## config.mk

```make
export PLATFORM = sky130hd
export DESIGN_NAME = lattice_result_collector_flat
export DESIGN_NICKNAME = d
export VERILOG_FILES = /design/src/rtl/lattice_result_collector_if.sv /design/src/rtl/lattice_result_collector.sv /design/src/flat_wrapper.sv
export SDC_FILE = /design/constraint.sdc
export NUM_CORES = 1
export LEC_CHECK = 0
export CAP_MARGIN = 20
export CORE_MARGIN = 5
export CORE_UTILIZATION = 40
export CTS_CLUSTER_DIAMETER = 50
export CTS_CLUSTER_SIZE = 28
export DETAILED_ROUTE_END_ITERATION = 10
export DONT_BUFFER_PORTS = 1
export GPL_TIMING_DRIVEN = 0
export MAX_ROUTING_LAYER = met4
export PLACE_DENSITY = 0.6
export SLEW_MARGIN = 40
export SYNTH_ARGS = -nofsm -noshare
export SYNTH_HDL_FRONTEND = slang
export SYNTH_SLANG_ARGS = --single-unit
```

## constraint.sdc

```tcl
create_clock -name clk -period 10.44 [get_ports clk]
set_clock_uncertainty 0.2 [all_clocks]
set_input_delay 2.088 -clock clk [delete_from_list [all_inputs] [get_ports clk]]
set_output_delay 2.088 -clock clk [all_outputs]
set_load 0.01 [all_outputs]
```

## src/rtl/lattice_result_collector_if.sv

```systemverilog
// Handshake/result bundle between the lattice tail, the collector and the host.
// Valid/ready: the host owns nonce_ready_i, and a head nonce transfers on any cycle where nonce_valid_o && nonce_ready_i.
interface lattice_result_collector_if #(
    parameter int NUM_CORES  = 10,
    parameter int NONCE_BITS = 32
);
    localparam int IW = (NUM_CORES > 1) ? $clog2(NUM_CORES) : 1;

    logic                  valid_i;
    logic                  new_block_i;
    logic                  success_i;
    logic [IW-1:0]         core_index_i;
    logic [NONCE_BITS-1:0] nonce_o;
    logic                  nonce_valid_o;
    logic                  nonce_ready_i;
    logic                  block_done_o;
    logic                  overflow_o;
    logic [15:0]           found_count_o;
    logic [1:0]            state_o;

    modport slave (
        input  valid_i, new_block_i, success_i, core_index_i, nonce_ready_i,
        output nonce_o, nonce_valid_o, block_done_o, overflow_o, found_count_o, state_o
    );

    modport master (
        output valid_i, new_block_i, success_i, core_index_i, nonce_ready_i,
        input  nonce_o, nonce_valid_o, block_done_o, overflow_o, found_count_o, state_o
    );
endinterface

```

## src/rtl/lattice_result_collector.sv

```systemverilog
// Turns per-round lattice results into absolute winning nonces queued for the host.
// Optional LATTICE_COLLECT_FLUSH_EN: a new-block round discards any queued winners first.
module lattice_result_collector #(
    parameter int NUM_CORES  = 10,
    parameter int NONCE_BITS = 32,
    parameter int FIFO_DEPTH = 4
) (
    input logic                     clk,
    input logic                     rst,
    lattice_result_collector_if.slave bus
);
    localparam int IW = (NUM_CORES > 1) ? $clog2(NUM_CORES) : 1;
    localparam int AW = $clog2(FIFO_DEPTH);
    localparam logic [NONCE_BITS:0]   SPAN      = (NONCE_BITS+1)'(2*NUM_CORES - 1);
    localparam logic [NONCE_BITS-1:0] STEP      = NONCE_BITS'(NUM_CORES);
    localparam logic [AW:0]           DEPTH     = (AW+1)'(FIFO_DEPTH);
    localparam logic [IW:0]           CORES_LIM = (IW+1)'(NUM_CORES);

    typedef enum logic [1:0] {
        S_IDLE      = 2'd0,
        S_RUN       = 2'd1,
        S_EXHAUSTED = 2'd2
    } state_t;

    state_t                r_state;
    logic [NONCE_BITS-1:0] r_base;
    logic [NONCE_BITS-1:0] r_nonce;
    logic [NONCE_BITS-1:0] r_mem [FIFO_DEPTH];
    logic [AW-1:0]         r_rd_ptr;
    logic [AW-1:0]         r_wr_ptr;
    logic [AW:0]           r_count;
    logic                  r_valid;
    logic                  r_done;
    logic                  r_overflow;
    logic [15:0]           r_found;

    logic                  w_start, w_proc, w_flush, w_pop, w_push_req, w_push, w_final;
    logic [NONCE_BITS-1:0] w_base, w_nonce, w_head_next;
    logic [NONCE_BITS:0]   w_sum;
    logic [AW-1:0]         w_rd_next;
    logic [AW:0]           w_count_next;
    logic [15:0]           w_found_base, w_found_next;

    always_comb begin
        w_start    = bus.valid_i & bus.new_block_i;
        w_proc     = w_start | (bus.valid_i & (r_state == S_RUN));
        w_base     = w_start ? '0 : r_base;
        w_nonce    = w_base + NONCE_BITS'(bus.core_index_i);
        // Carry out of the widened sum means the next round's nonces would not fit.
        w_sum      = {1'b0, w_base} + SPAN;
        w_final    = w_sum[NONCE_BITS];
`ifdef LATTICE_COLLECT_FLUSH_EN
        w_flush    = w_start;
`else
        w_flush    = 1'b0;
`endif
        w_pop      = r_valid & bus.nonce_ready_i & ~w_flush;
        w_push_req = w_proc & bus.success_i;
        w_push     = w_push_req & (w_flush | (r_count != DEPTH) | w_pop);

        w_rd_next    = w_flush ? r_wr_ptr : (w_pop ? r_rd_ptr + 1'b1 : r_rd_ptr);
        w_count_next = (w_flush ? '0 : r_count - {{AW{1'b0}}, w_pop}) + {{AW{1'b0}}, w_push};

        // The new head is the incoming nonce only when it lands in an otherwise empty queue.
        if (w_count_next == '0)
            w_head_next = '0;
        else if (w_push && (r_wr_ptr == w_rd_next))
            w_head_next = w_nonce;
        else
            w_head_next = r_mem[w_rd_next];

        w_found_base = w_start ? 16'h0000 : r_found;
        w_found_next = (w_push && (w_found_base != 16'hFFFF)) ? w_found_base + 16'h0001 : w_found_base;
    end

    always_ff @(posedge clk or posedge rst) begin
        if (rst) begin
            r_state    <= S_IDLE;
            r_base     <= '0;
            r_nonce    <= '0;
            r_rd_ptr   <= '0;
            r_wr_ptr   <= '0;
            r_count    <= '0;
            r_valid    <= 1'b0;
            r_done     <= 1'b0;
            r_overflow <= 1'b0;
            r_found    <= '0;
            for (int i = 0; i < FIFO_DEPTH; i++) r_mem[i] <= '0;
        end else begin
            r_done     <= w_proc & w_final;
            r_overflow <= r_overflow | (w_push_req & ~w_push);
            r_found    <= w_found_next;
            r_rd_ptr   <= w_rd_next;
            r_count    <= w_count_next;
            r_valid    <= (w_count_next != '0);
            r_nonce    <= w_head_next;
            if (w_push) begin
                r_mem[r_wr_ptr] <= w_nonce;
                r_wr_ptr        <= r_wr_ptr + 1'b1;
            end
            if (w_proc) begin
                r_state <= w_final ? S_EXHAUSTED : S_RUN;
                r_base  <= w_final ? w_base : w_base + STEP;
            end
        end
    end

    assign bus.nonce_o       = r_nonce;
    assign bus.nonce_valid_o = r_valid;
    assign bus.block_done_o  = r_done;
    assign bus.overflow_o    = r_overflow;
    assign bus.found_count_o = r_found;
    assign bus.state_o       = r_state;

    a_core_index_legal: assert property (@(posedge clk) disable iff (rst)
        (bus.valid_i && bus.success_i) |-> ({1'b0, bus.core_index_i} < CORES_LIM));
endmodule

```

## src/flat_wrapper.sv

```systemverilog
// flat-port wrapper written by rule: the top's interface ports become plain ports
module lattice_result_collector_flat 
#(
    parameter int NUM_CORES  = 10,
    parameter int NONCE_BITS = 32,
    parameter int FIFO_DEPTH = 4
)
  (clk, rst, bus_valid_i, bus_new_block_i, bus_success_i, bus_core_index_i, bus_nonce_ready_i, bus_nonce_o, bus_nonce_valid_o, bus_block_done_o, bus_overflow_o, bus_found_count_o, bus_state_o);
  lattice_result_collector_if #(.NUM_CORES(NUM_CORES), .NONCE_BITS(NONCE_BITS)) bus_i ();
  input logic clk;
  input logic rst;
  input wire logic [$bits(bus_i.valid_i)-1:0] bus_valid_i;
  input wire logic [$bits(bus_i.new_block_i)-1:0] bus_new_block_i;
  input wire logic [$bits(bus_i.success_i)-1:0] bus_success_i;
  input wire logic [$bits(bus_i.core_index_i)-1:0] bus_core_index_i;
  input wire logic [$bits(bus_i.nonce_ready_i)-1:0] bus_nonce_ready_i;
  output wire logic [$bits(bus_i.nonce_o)-1:0] bus_nonce_o;
  output wire logic [$bits(bus_i.nonce_valid_o)-1:0] bus_nonce_valid_o;
  output wire logic [$bits(bus_i.block_done_o)-1:0] bus_block_done_o;
  output wire logic [$bits(bus_i.overflow_o)-1:0] bus_overflow_o;
  output wire logic [$bits(bus_i.found_count_o)-1:0] bus_found_count_o;
  output wire logic [$bits(bus_i.state_o)-1:0] bus_state_o;
  assign bus_i.valid_i = bus_valid_i;
  assign bus_i.new_block_i = bus_new_block_i;
  assign bus_i.success_i = bus_success_i;
  assign bus_i.core_index_i = bus_core_index_i;
  assign bus_i.nonce_ready_i = bus_nonce_ready_i;
  assign bus_nonce_o = bus_i.nonce_o;
  assign bus_nonce_valid_o = bus_i.nonce_valid_o;
  assign bus_block_done_o = bus_i.block_done_o;
  assign bus_overflow_o = bus_i.overflow_o;
  assign bus_found_count_o = bus_i.found_count_o;
  assign bus_state_o = bus_i.state_o;
  lattice_result_collector #(.NUM_CORES(NUM_CORES), .NONCE_BITS(NONCE_BITS), .FIFO_DEPTH(FIFO_DEPTH)) u_core (.clk(clk), .rst(rst), .bus(bus_i));
endmodule
```

==> summary.md, run 1 <==
| Metric | Value |
|---|---|
| Core Region | about 26000 sq um |
| Slew @ Worst Pin | around 0.87 ns |
| Area grow syn2layout | 13.9% |
| DR iter-0 viols | around 720 |
| TNS Setup | 0 ns |
| Row count | about 60 |
| VDD IR max | between 0.0001 and 0.00015 V |
| Setup repair bufs after CTS | 0 |
| Die Ht | 172 um |
| Fin cells | ~1400 |
| DP HPWL | about 21 mm |
| Final setup vio count | 0 |
| FILL cells | about 2500 |
| Mux contribution to synthesized area | 0.0758 |
| Routability congestion estimate | between 0.9 and 1 |
| Worst-path cell chain | buf_2 > nand2_1 > buf_2 > buf_2 > clkbuf_1 > clkbuf_1 > and2_1 > ha_1 > ha_1 > a21o_1 > a31oi_1 > a211oi_2 > a21boi_0 > o21ai_0 > o21ai_0 |
| CP Data Arrival Time | around 6.9 ns |
| Final slew viol count | 0 |
| Place WS | 3.27 ns |
| GRT Overall Usage | 0.213 |
| Critical Path Start Type | input pin |
| WHS Path Cells | 2 |
| Synth Area in Adders | 0.0138 |
| Root buf cell | clkbuf_16 |
| DR DRC count | 0 |
| Placed Area | 11100 sq um |
| Worst-Skew Late Latency | 0.53 ns |
| Status | completed |
| # IOs | 63 |
| Drt wl/cell | 20.9 um |
| Die Area | between 20000 and 30000 sq um |
| Flops & latches, synth | 220 |
| CTS Buffer Depth | 3 |
| Hold Startpoint | u_core.r_mem[108]$_DFFE_PP0P_ |
| Cts repair resizes | 0 |
| Hold Crit Endpoint | u_core.r_mem[108]$_DFFE_PP0P_ |
| First-pass GRT wire length | 48.1 mm |
| Fin Hold WS | around 0.28 ns |
| CTS buffer count | 26 |
| Final worst setup slack | between 3 and 4 ns |
| Layout cell share with drive strength beyond 1 | 0.115 |
| Buf+Inv Stages, Crit Path | 5 |
| Largest delay share family, worst path | buffers and inverters |
| Power Dens Cells | approximately 230 nW/um^2 |
| Ant diodes | 0 |
| RR Endpoint | u_core.bus.nonce_o[30]$_DFF_PP0_ |
| H-Tree Level Count | 1 |
| Core Util, Final | 0.462 |
| Multi-input gate area | approximately 4700 sq um |
| RSZ-0062 raised after global routing | no |
| Mapped cell area | between 10000 and 15000 sq um |
| Nets | 1084 |
| DR pass1 iterations | 5 |
| Max_slew headroom | 0.411 |
| Yosys cell types | 58 |
| Worst setup EP type | flip-flop |
| Compound-Gate Fraction of Synth Area | 0.142 |
| FFs w/ async S/R, synth | 1.00 |
| Die W | between 150 and 200 um |
| Crit path top cell by count | buf_2 |
| Largest family of logic cells by synthesized area | simple AND/OR/NAND/NOR gates |
| Seq/Total Area, Yosys | 0.522 |
| Reg2Reg Setup Slack | roughly 5.4 ns |
| Largest net degree at the start of global routing | 80 |
| Hold crit path type | flip-flop to flip-flop |
| Syn Area/Cell | 10.2 sq um |
| Reg2Reg Depth | 15 |
| Xor-xnor portion of the synthesized cell area | 0.0565 |
| CP Class | input pin to flip-flop |
| Post-Route WL | about 30 mm |
| Cell area after layout | 12000 sq um |
| Overall Power | 2.78 mW |
| CTS sink cnt | 220 |
| Final Cycle Share | 0.642 |
| Synthesized netlist cell count | 1032 |
| Placed cells | 1370 |
| Initial Utilization | 0.406 |
| Final hold vios | 0 |
| CTS tree | built |
| Syn Nets | approximately 1100 |
| CP Max Fanout | 10 |
| Vias | 8079 |
| CTS clk-pin slew, worst paths | 0.07 ns |
| Fmax | between 0.1 and 0.15 GHz |
| EDFF count, synth | 0 |
| Post-DR vias/cell | 5.70 |
| I/O Buffers | 0 |
| Max Cap Violations | 0 |
| Yosys warning count | 0 |
| Reg-to-reg startpoint | u_core.bus.state_o[0]$_DFFE_PP0N_ |
| GRT Residual Overflow | 0 |
| Hold_buf cts | 0 |
| Initial antenna violation count | 0 |
| Critical path data required time | between 10 and 15 ns |
| Number of global-route vias before repair | between 8000 and 9000 |
| Pleak | 5.05 nW |
| Storage cell area | between 5000 and 6000 sq um |
| Most used DFF post-synth | dfrtp_1 |
| Post-synthesis simple-gate area fraction | 0.160 |
| Slowest CP cell | o21ai_0 |
| DRT antenna net count | 0 |
| Crit path largest cell delay | around 0.73 ns |
| Minimum clock period | between 6 and 7 ns |
-- layout make-up --
cell class                      instances  area share
Clock inverter                         18      0.0194
Clock buffer                           30      0.0581
Multi-Input combinational cell        734       0.395
Timing Repair Buffer                    3     0.00688
Tap cell                              335      0.0349
Inverter                               21     0.00719
Sequential cell                       220       0.459
Buffer                                 57      0.0195
-- logic make-up after synthesis --
| logic type | Yosys count |
|---|---|
| simple gates | 363 |
| compound gates | 244 |
| flops | 220 |
| buf+inv | 78 |
| xor+xnor | 68 |
| mux | 48 |
| fa+ha+maj | 11 |
-- flip-flops by register name, summed over array words and instances, names as in the netlist --
name                      flops
u_core.bus.overflow_o         1
u_core.r_mem                128
u_core.bus.found_count_o     16
u_core.r_count                3
u_core.r_base                32
u_core.r_wr_ptr               2
u_core.bus.nonce_o           32
u_core.bus.state_o            2
u_core.bus.block_done_o       1
u_core.r_rd_ptr               2
u_core.bus.nonce_valid_o      1
-- how the worst max path moves through the flow --
stage                               start                                 to  slack [ns]  cells after the start
after floorplan                       rst  u_core.bus.block_done_o$_DFF_PP0_        2.13                      1
after global placement                rst   u_core.bus.nonce_o[11]$_DFF_PP0_       -0.49                      1
after detailed placement  bus_new_block_i   u_core.bus.nonce_o[22]$_DFF_PP0_        3.27                     15
after CTS                 bus_new_block_i   u_core.bus.nonce_o[22]$_DFF_PP0_        3.83                     15
after global routing      bus_new_block_i   u_core.bus.nonce_o[22]$_DFF_PP0_        3.47                     15
final                     bus_new_block_i   u_core.bus.nonce_o[22]$_DFF_PP0_        3.74                     15
-- worst min-delay path, cell delays in order, from the launching register on --
cell     delay, ns
dfrtp_1       0.34
nand2_1       0.04
o21ai_0       0.06
-- synthesized netlist by cell type, types with 3 or more instances --
cell	instances	area, sq um
dfrtp_1	220	5510
nand2_1	185	694
o21ai_0	142	711
nor2_1	56	210
clkbuf_1	41	154
xnor2_1	40	350
xor2_1	28	245
nand3_1	25	125
a21oi_1	24	120
mux4_2	24	541
inv_1	20	75.1
a22o_1	19	166
nor3_1	19	95.1
nand4_1	16	100
mux2_2	14	158
o211ai_1	13	97.6
buf_2	11	55.1
ha_1	10	125
mux2i_1	10	100
nor4_1	10	62.6
o2111ai_1	10	87.6
and2_1	9	56.3
and3_1	9	56.3
a21o_1	6	45.0
and4_1	6	52.6
a21bo_2	5	50.1
a31oi_1	5	31.3
or3_1	5	31.3
a21boi_0	4	30.0
nor3b_1	4	30.0
a211oi_1	3	22.5
nor4b_1	3	26.3
o211a_1	3	30.0
or2_2	3	18.8
-- where the power goes --
part,switching [mW],internal (mW)
registers,0.0770,0.963
clock network,0.395,0.570
logic,0.498,0.276
total,0.970,1.81
-- metal layers --
metal / track usage / up-vias / wire length, um
met3: 0.0265 / 47 / 1420
li1: - / 3715 / -
met4: 0.0465 / 0 / 621
met2: 0.335 / 230 / 14000
met1: 0.300 / 4087 / 13600
met5: - / - / 0
-- placed cells by master, fill, tap and decap left out, types with 17 or more instances in the layout --
master	n
mux4_2	24
a21oi_1	24
clkbuf_16	27
nand3_1	25
nor2_1	56
nand2_1	185
o21ai_0	142
clkbuf_1	43
xor2_1	27
xnor2_1	40
inv_1	19
dfrtp_1	220
nor3_1	17
a22o_1	19
No activity file was read; power rests on OpenSTA's default activity.
==> run 2: changes to the inputs <==
==> constraint.sdc (replaced) <==
create_clock -name clk -period 6.86 [get_ports clk]
set_clock_uncertainty 0.2 [all_clocks]
set_input_delay 1.372 -clock clk [delete_from_list [all_inputs] [get_ports clk]]
set_output_delay 1.372 -clock clk [all_outputs]
set_load 0.01 [all_outputs]
==> run 2 against run 1 <==
  * Worst hold slack gained 0.0040 ns
  * Largest cell class unchanged
  * Global-route usage shrank 0.23 points
  * Critical endpoint is now u_core.bus.nonce_o[27]$_DFF_PP0_
  * Highest routed layer unchanged
  * Core utilization grew 0.55 points
  * Critical path type unchanged
==> summary.md, run 2 (synthesis gave the netlist of run 1 again) <==
| Metric | Value |
|---|---|
| CTS buffer count | 27 |
| Fin cells | ~1400 |
| Multi-input gate area | 4750 sq um |
| Max_slew headroom | 0.425 |
| Pleak | 5.12 nW |
| CP Max Fanout | 10 |
| I/O Buffers | 0 |
| Status | completed |
| Most frequent cells in the layout | dfrtp_1, nand2_1, o21ai_0 |
| TNS Setup | 0 ns |
| Worst setup EP type | flip-flop |
| Post-Route WL | around 30 mm |
| Ant diodes | 0 |
| Initial Utilization | 0.406 |
| # IOs | 63 |
| DRT antenna net count | 0 |
| DP HPWL | roughly 22 mm |
| Critical Path Start Type | input pin |
| DR iter-0 viols | 798 |
| FILL cells | roughly 2500 |
| Placed cells | 1377 |
| Hold_buf cts | 0 |
| Max reg flops | about 130 |
| Layout cell share with drive strength beyond 1 | 0.125 |
| GRT Residual Overflow | 0 |
| Minimum clock period | between 6 and 7 ns |
| Number of global-route vias before repair | between 7000 and 8000 |
| Fmax | 0.166 GHz |
| Hold crit path type | flip-flop to flip-flop |
| Reg-to-reg startpoint | u_core.bus.state_o[0]$_DFFE_PP0N_ |
| Hold Startpoint | u_core.r_mem[16]$_DFFE_PP0P_ |
| Vias | 8163 |
| CP Data Arrival Time | roughly 6.2 ns |
| Row count | 59 |
| GRT Overall Usage | 0.211 |
| Largest Register | u_core.r_mem |
| Overall Power | approximately 4.2 mW |
| RSZ-0062 raised after global routing | no |
| Critical path data required time | between 7 and 8 ns |
| Setup repair bufs after CTS | 0 |
| Die Area | 29700 sq um |
| Slew @ Worst Pin | approximately 0.86 ns |
| CTS clk-pin slew, worst paths | about 0.07 ns |
| Routability congestion estimate | slightly below 1 |
| Die Ht | about 170 um |
| Root buf cell | clkbuf_16 |
| Core Region | around 26000 sq um |
| Die W | ~170 um |
| Post-DR vias/cell | 5.72 |
| DR pass1 iterations | 5 |
| CTS tree | built |
| Final setup vio count | 0 |
| First-pass GRT wire length | around 47 mm |
| Storage cell area | about 5500 sq um |
| Cts repair resizes | 0 |
| CTS Buffer Depth | 3 |
| Initial antenna violation count | 0 |
| Crit path launch | bus_new_block_i |
| Area grow syn2layout | 15.3% |
| Final Cycle Share | 0.877 |
| CTS sink cnt | 220 |
| H-Tree Level Count | 1 |
| Worst-Skew Late Latency | 0.54 ns |
| CP Class | input pin to flip-flop |
| Nets | between 1000 and 1500 |
| Drt wl/cell | approximately 21 um |
| Final slew viol count | 0 |
| Max Cap Violations | 0 |
| Commonest non-fill, non-tap cell in the layout | dfrtp_1 |
| VDD IR max | roughly 0.00037 V |
| DR DRC count | 0 |
| Fin Hold WS | ~0.28 ns |
| Final hold vios | 0 |
| Power Dens Cells | between 300 and 400 nW/um^2 |
| Largest net degree at the start of global routing | 26 |
run 2: per-layer routing:
layer	vias up	GRT usage	part of all wire
met5	-	-	0
met4	0	0.0502	0.025
met3	44	0.0441	0.071
met2	294	0.325	0.46
met1	4078	0.289	0.44
li1	3747	-	-
run 2: per-stage QoR:
stage	setup WS (ns)	util	cell area [sq um]
2_1_floorplan	2.26	-	10500
3_3_place_gp	0.495	0.422	11000
3_5_place_dp	0.394	0.432	11200
4_1_cts	0.958	0.467	12100
5_1_grt	0.636	0.467	12100
6_report	0.841	0.467	12100
run 2: worst paths after layout:
path                       cells after the start  slack (ns)                               end
min                                            2        0.28      u_core.r_mem[16]$_DFFE_PP0P_
min in group asynchronous                      1        0.46     u_core.r_mem[121]$_DFFE_PP0P_
max                                           14        0.84  u_core.bus.nonce_o[27]$_DFF_PP0_
max in group asynchronous                      6        4.85     u_core.r_base[18]$_DFFE_PP0N_
max reg2reg                                   15        1.53  u_core.bus.nonce_o[30]$_DFF_PP0_
min reg2reg                                    2        0.28      u_core.r_mem[16]$_DFFE_PP0P_
run 2: final cells by class:
type | count | area share
Clock inverter | 22 | 0.0193
Multi-Input combinational cell | 734 | 0.391
Tap cell | 335 | 0.0345
Inverter | 21 | 0.00680
Timing Repair Buffer | 10 | 0.0196
Clock buffer | 28 | 0.0559
Sequential cell | 220 | 0.453
Buffer | 57 | 0.0193
run 2: report_power, final:
part	total, mW	switching, mW	internal, mW
Clock	1.43	0.634	0.797
Sequential	1.58	0.117	1.46
Combinational	1.19	0.764	0.431
run 2: critical path: stages:
cell	delay, ns
buf_2	0.17
nand2_1	0.25
buf_2	0.32
buf_2	0.33
clkbuf_1	0.46
clkbuf_1	0.68
and2_1	0.23
ha_1	0.16
o21ai_0	0.16
a211oi_1	0.74
buf_2	0.36
o2111ai_1	0.15
xnor2_1	0.60
o21ai_0	0.21
==> run 3: changes to the inputs <==
--- a/config.mk
+++ b/config.mk
@@ -5,6 +5,7 @@
 export SDC_FILE = /design/constraint.sdc
 export NUM_CORES = 1
 export LEC_CHECK = 0
+export ABC_AREA = 1
 export CAP_MARGIN = 20
 export CORE_MARGIN = 5
 export CORE_UTILIZATION = 40
==> run 3 against run 2 <==
  * Non-clock buffer count is 6 higher
  * Register-to-register slack better by 1.2 ns
  * Maximum frequency rose by 36%
  * Via count up 31%
  * Flip-flop and latch count unchanged
  * Critical endpoint is now u_core.bus.nonce_o[26]$_DFF_PP0_
  * Largest cell class is now multi-input gates
==> summary.md, run 3 <==
| Metric | Value |
|---|---|
| Status | completed |
| Minimum clock period | between 4 and 5 ns |
| Final worst setup slack | approximately 2.5 ns |
| Vias | between 10000 and 15000 |
| Worst-path cell chain | nand2_1 > nand2_4 > inv_2 > nor2_8 > nand2_8 > inv_1 > ha_1 > inv_1 > fa_1 > inv_1 > nor3_4 > clkbuf_1 > a21oi_1 > nand2_1 > inv_1 |
| Final setup vio count | 0 |
| H-Tree Level Count | 1 |
| Max_slew headroom | 0.441 |
| Crit. path cell count | 15 |
| DR pass1 iterations | 6 |
| FILL cells | slightly below 3000 |
| GRT Overall Usage | 0.235 |
| Post-synth top cells | nand2_1, dfrtp_1, nand3_1 |
| FFs w/ async S/R, synth | 1.00 |
| Die W | around 180 um |
| Post-Route WL | 38.5 mm |
| Flop pwr share | 0.341 |
| Initial antenna violation count | 0 |
| EDFF count, synth | 0 |
| VDD IR max | roughly 0.0002 V |
| Cts repair resizes | 0 |
| Nets | roughly 1600 |
| Max reg flops | between 100 and 150 |
| DRT antenna net count | 0 |
| Routability congestion estimate | approximately 0.99 |
| Die Area | roughly 33000 sq um |
| Reg2Reg Depth | 17 |
| CP Class | input pin to flip-flop |
| Commonest non-fill, non-tap cell in the layout | nand2_1 |
| Crit path top cell by count | inv_1 |
| Fin cells | approximately 2000 |
| Slew @ Worst Pin | roughly 0.83 ns |
| Most frequent cell after synthesis | nand2_1 |
| Synth area leaders | dfrtp_1, nand2_1, nand3_1 |
| DP HPWL | around 28 mm |
| Layout cell share with drive strength beyond 1 | 0.101 |
| Place WS | around 1.9 ns |
| TNS Setup | 0 ns |
| Yosys warning count | 0 |
| Clk pwr share | 0.298 |
| GRT Residual Overflow | 0 |
| Drt wl/cell | between 15 and 20 um |
| Hold crit path type | flip-flop to flip-flop |
| Row count | 63 |
| CP Data Arrival Time | 4.66 ns |
| Root buf cell | clkbuf_16 |
| Area leader, netlist | dfrtp_1 |
| Core Region | between 20000 and 30000 sq um |
| Crit path largest cell delay | slightly below 0.7 ns |
| Area grow syn2layout | 15.5% |
| Final slew viol count | 0 |
| Syn Area/Cell | roughly 7.7 sq um |
| Yosys cell types | 43 |
| Syn Nets | roughly 1600 |
| Switching part of the total | 0.404 |
| Number of global-route vias before repair | ~11000 |
| CTS sink cnt | 220 |
| Switching power | around 2.3 mW |
| Most used DFF post-synth | dfrtp_1 |
| Initial Utilization | 0.404 |
| # IOs | 63 |
| Largest delay share family, worst path | buffers and inverters |
| Seq/Total Area, Yosys | 0.462 |
| Die Ht | 183 um |
| Placed cells | around 2000 |
| Final Cycle Share | 0.643 |
| Mapped cell area | 11900 sq um |
| Setup repair bufs after CTS | 0 |
| CTS buffer count | 30 |
| Buf+Inv Stages, Crit Path | 6 |
| Flops & latches, synth | 220 |
| Synthesized netlist cell count | ~1600 |
| Final hold vios | 0 |
| Worst setup EP type | flip-flop |
| Worst-Skew Late Latency | about 0.56 ns |
| Core Util, Final | 0.466 |
| Ant diodes | 0 |
| DR DRC count | 0 |
| CTS tree | built |
| CP Max Fanout | 10 |
| Largest net degree at the start of global routing | 26 |
| I/O Buffers | 0 |
| RSZ-0062 raised after global routing | no |
| Post-DR vias/cell | 5.33 |
| CTS clk-pin slew, worst paths | 0.06 ns |
| Comb power frac | 0.361 |
| Critical Path Start Type | input pin |
| Int Power | ~3.3 mW |
| Largest Register | u_core.r_mem |
| Max Cap Violations | 0 |
| Critical path data required time | a little over 7 ns |
| DR iter-0 viols | ~910 |
| Share of the synthesized area in the top cell type | 0.462 |
| WHS Path Cells | 2 |
| CTS Buffer Depth | 3 |
| Slowest CP cell | clkbuf_1 |
| First-pass GRT wire length | 60.2 mm |
| Power Dens Cells | between 400 and 500 nW/um^2 |
| Hold_buf cts | 0 |
| Fmax | between 0.2 and 0.25 GHz |
| Most frequent cells in the layout | nand2_1, dfrtp_1, nand3_1 |
| Pleak | between 6 and 7 nW |
run 3: changes by cell type after synthesis, sizes merged, moves of 11 or more:
cell and change:
nand3 +157, nand4 +11, inv +127, mux4 -24, buf +23, nor4 -11, a31oi +27, a22o -19
xnor2 -31, nand2 +329, mux2 -14, nor2 +88, o21ai -48, clkbuf -18
run 3: area by class of cell:
cell class | count | area (sq um) | area share
buffer | 62 | 328 | 0.0238
clock buffer | 40 | 860 | 0.0625
clock inverter | 16 | 215 | 0.0157
inverter | 150 | 569 | 0.0414
multi-input combinational | 1119 | 5520 | 0.401
sequential | 220 | 5510 | 0.400
tap | 390 | 488 | 0.0355
timing repair buffer | 11 | 268 | 0.0195
run 3: worst register-to-register path, delay by kind of cell, from the launching register on:
| family | cells | cell delay [ns] |
|---|---|---|
| adders and majority gates | 2 | 0.65 |
| AOI/OAI and AO/OA | 1 | 0.15 |
| buffers and inverters | 7 | 1.33 |
| DFF | 1 | 0.40 |
| and+or+nand+nor | 7 | 1.34 |
run 3: per-stage QoR:
stage / hold WS (ns) / total power [mW] / area, sq um
after global routing: 0.291 / 5.98 / 13700
after CTS: 0.269 / 5.63 / 13700
after detailed placement: 0.253 / 3.94 / 12700
final: 0.266 / 5.60 / 13700
after global placement: 0.253 / 3.88 / 12400
after floorplan: 0.237 / 3.25 / 11900
run 3: final timing paths:
check	startpoint	end	slack [ns]
max in group asynchronous	rst	u_core.r_base[20]$_DFFE_PP0N_	4.97
worst min-delay path	u_core.r_mem[32]$_DFFE_PP0P_	u_core.r_mem[32]$_DFFE_PP0P_	0.27
worst min register to register	u_core.r_mem[32]$_DFFE_PP0P_	u_core.r_mem[32]$_DFFE_PP0P_	0.27
worst max register to register	u_core.bus.state_o[0]$_DFFE_PP0N_	u_core.bus.nonce_o[26]$_DFF_PP0_	2.69
worst max-delay path	bus_valid_i	u_core.bus.nonce_o[26]$_DFF_PP0_	2.45
min in group asynchronous	rst	u_core.bus.nonce_o[2]$_DFF_PP0_	0.48
run 3: power groups by stage:
stage	clock, mW	sequential, mW	combinational, mW
4_1_cts	1.70	1.92	2.01
3_3_place_gp	0	1.93	1.95
2_1_floorplan	0	1.88	1.37
5_1_grt	1.75	1.95	2.27
3_5_place_dp	0	1.94	2.00
6_report	1.67	1.91	2.02
run 3: layer usage:
metal  track usage  wire (um)  vias to the layer above
li1              -          -                     5082
met1         0.313      16900                     5114
met2         0.374      17700                      411
met3        0.0359       2570                       93
met4        0.0715       1270                        0
met5             -          0                        -
run 3: kinds of logic after synthesis:
group | count (synthesis) | share of synthesized area
buffers and inverters | 212 | 0.0750
AND/OR/NAND/NOR | 894 | 0.339
flip-flops | 220 | 0.462
AO/OA/AOI/OAI | 168 | 0.0761
adder cells (fa/ha/maj) | 11 | 0.0122
XOR/XNOR | 46 | 0.0351
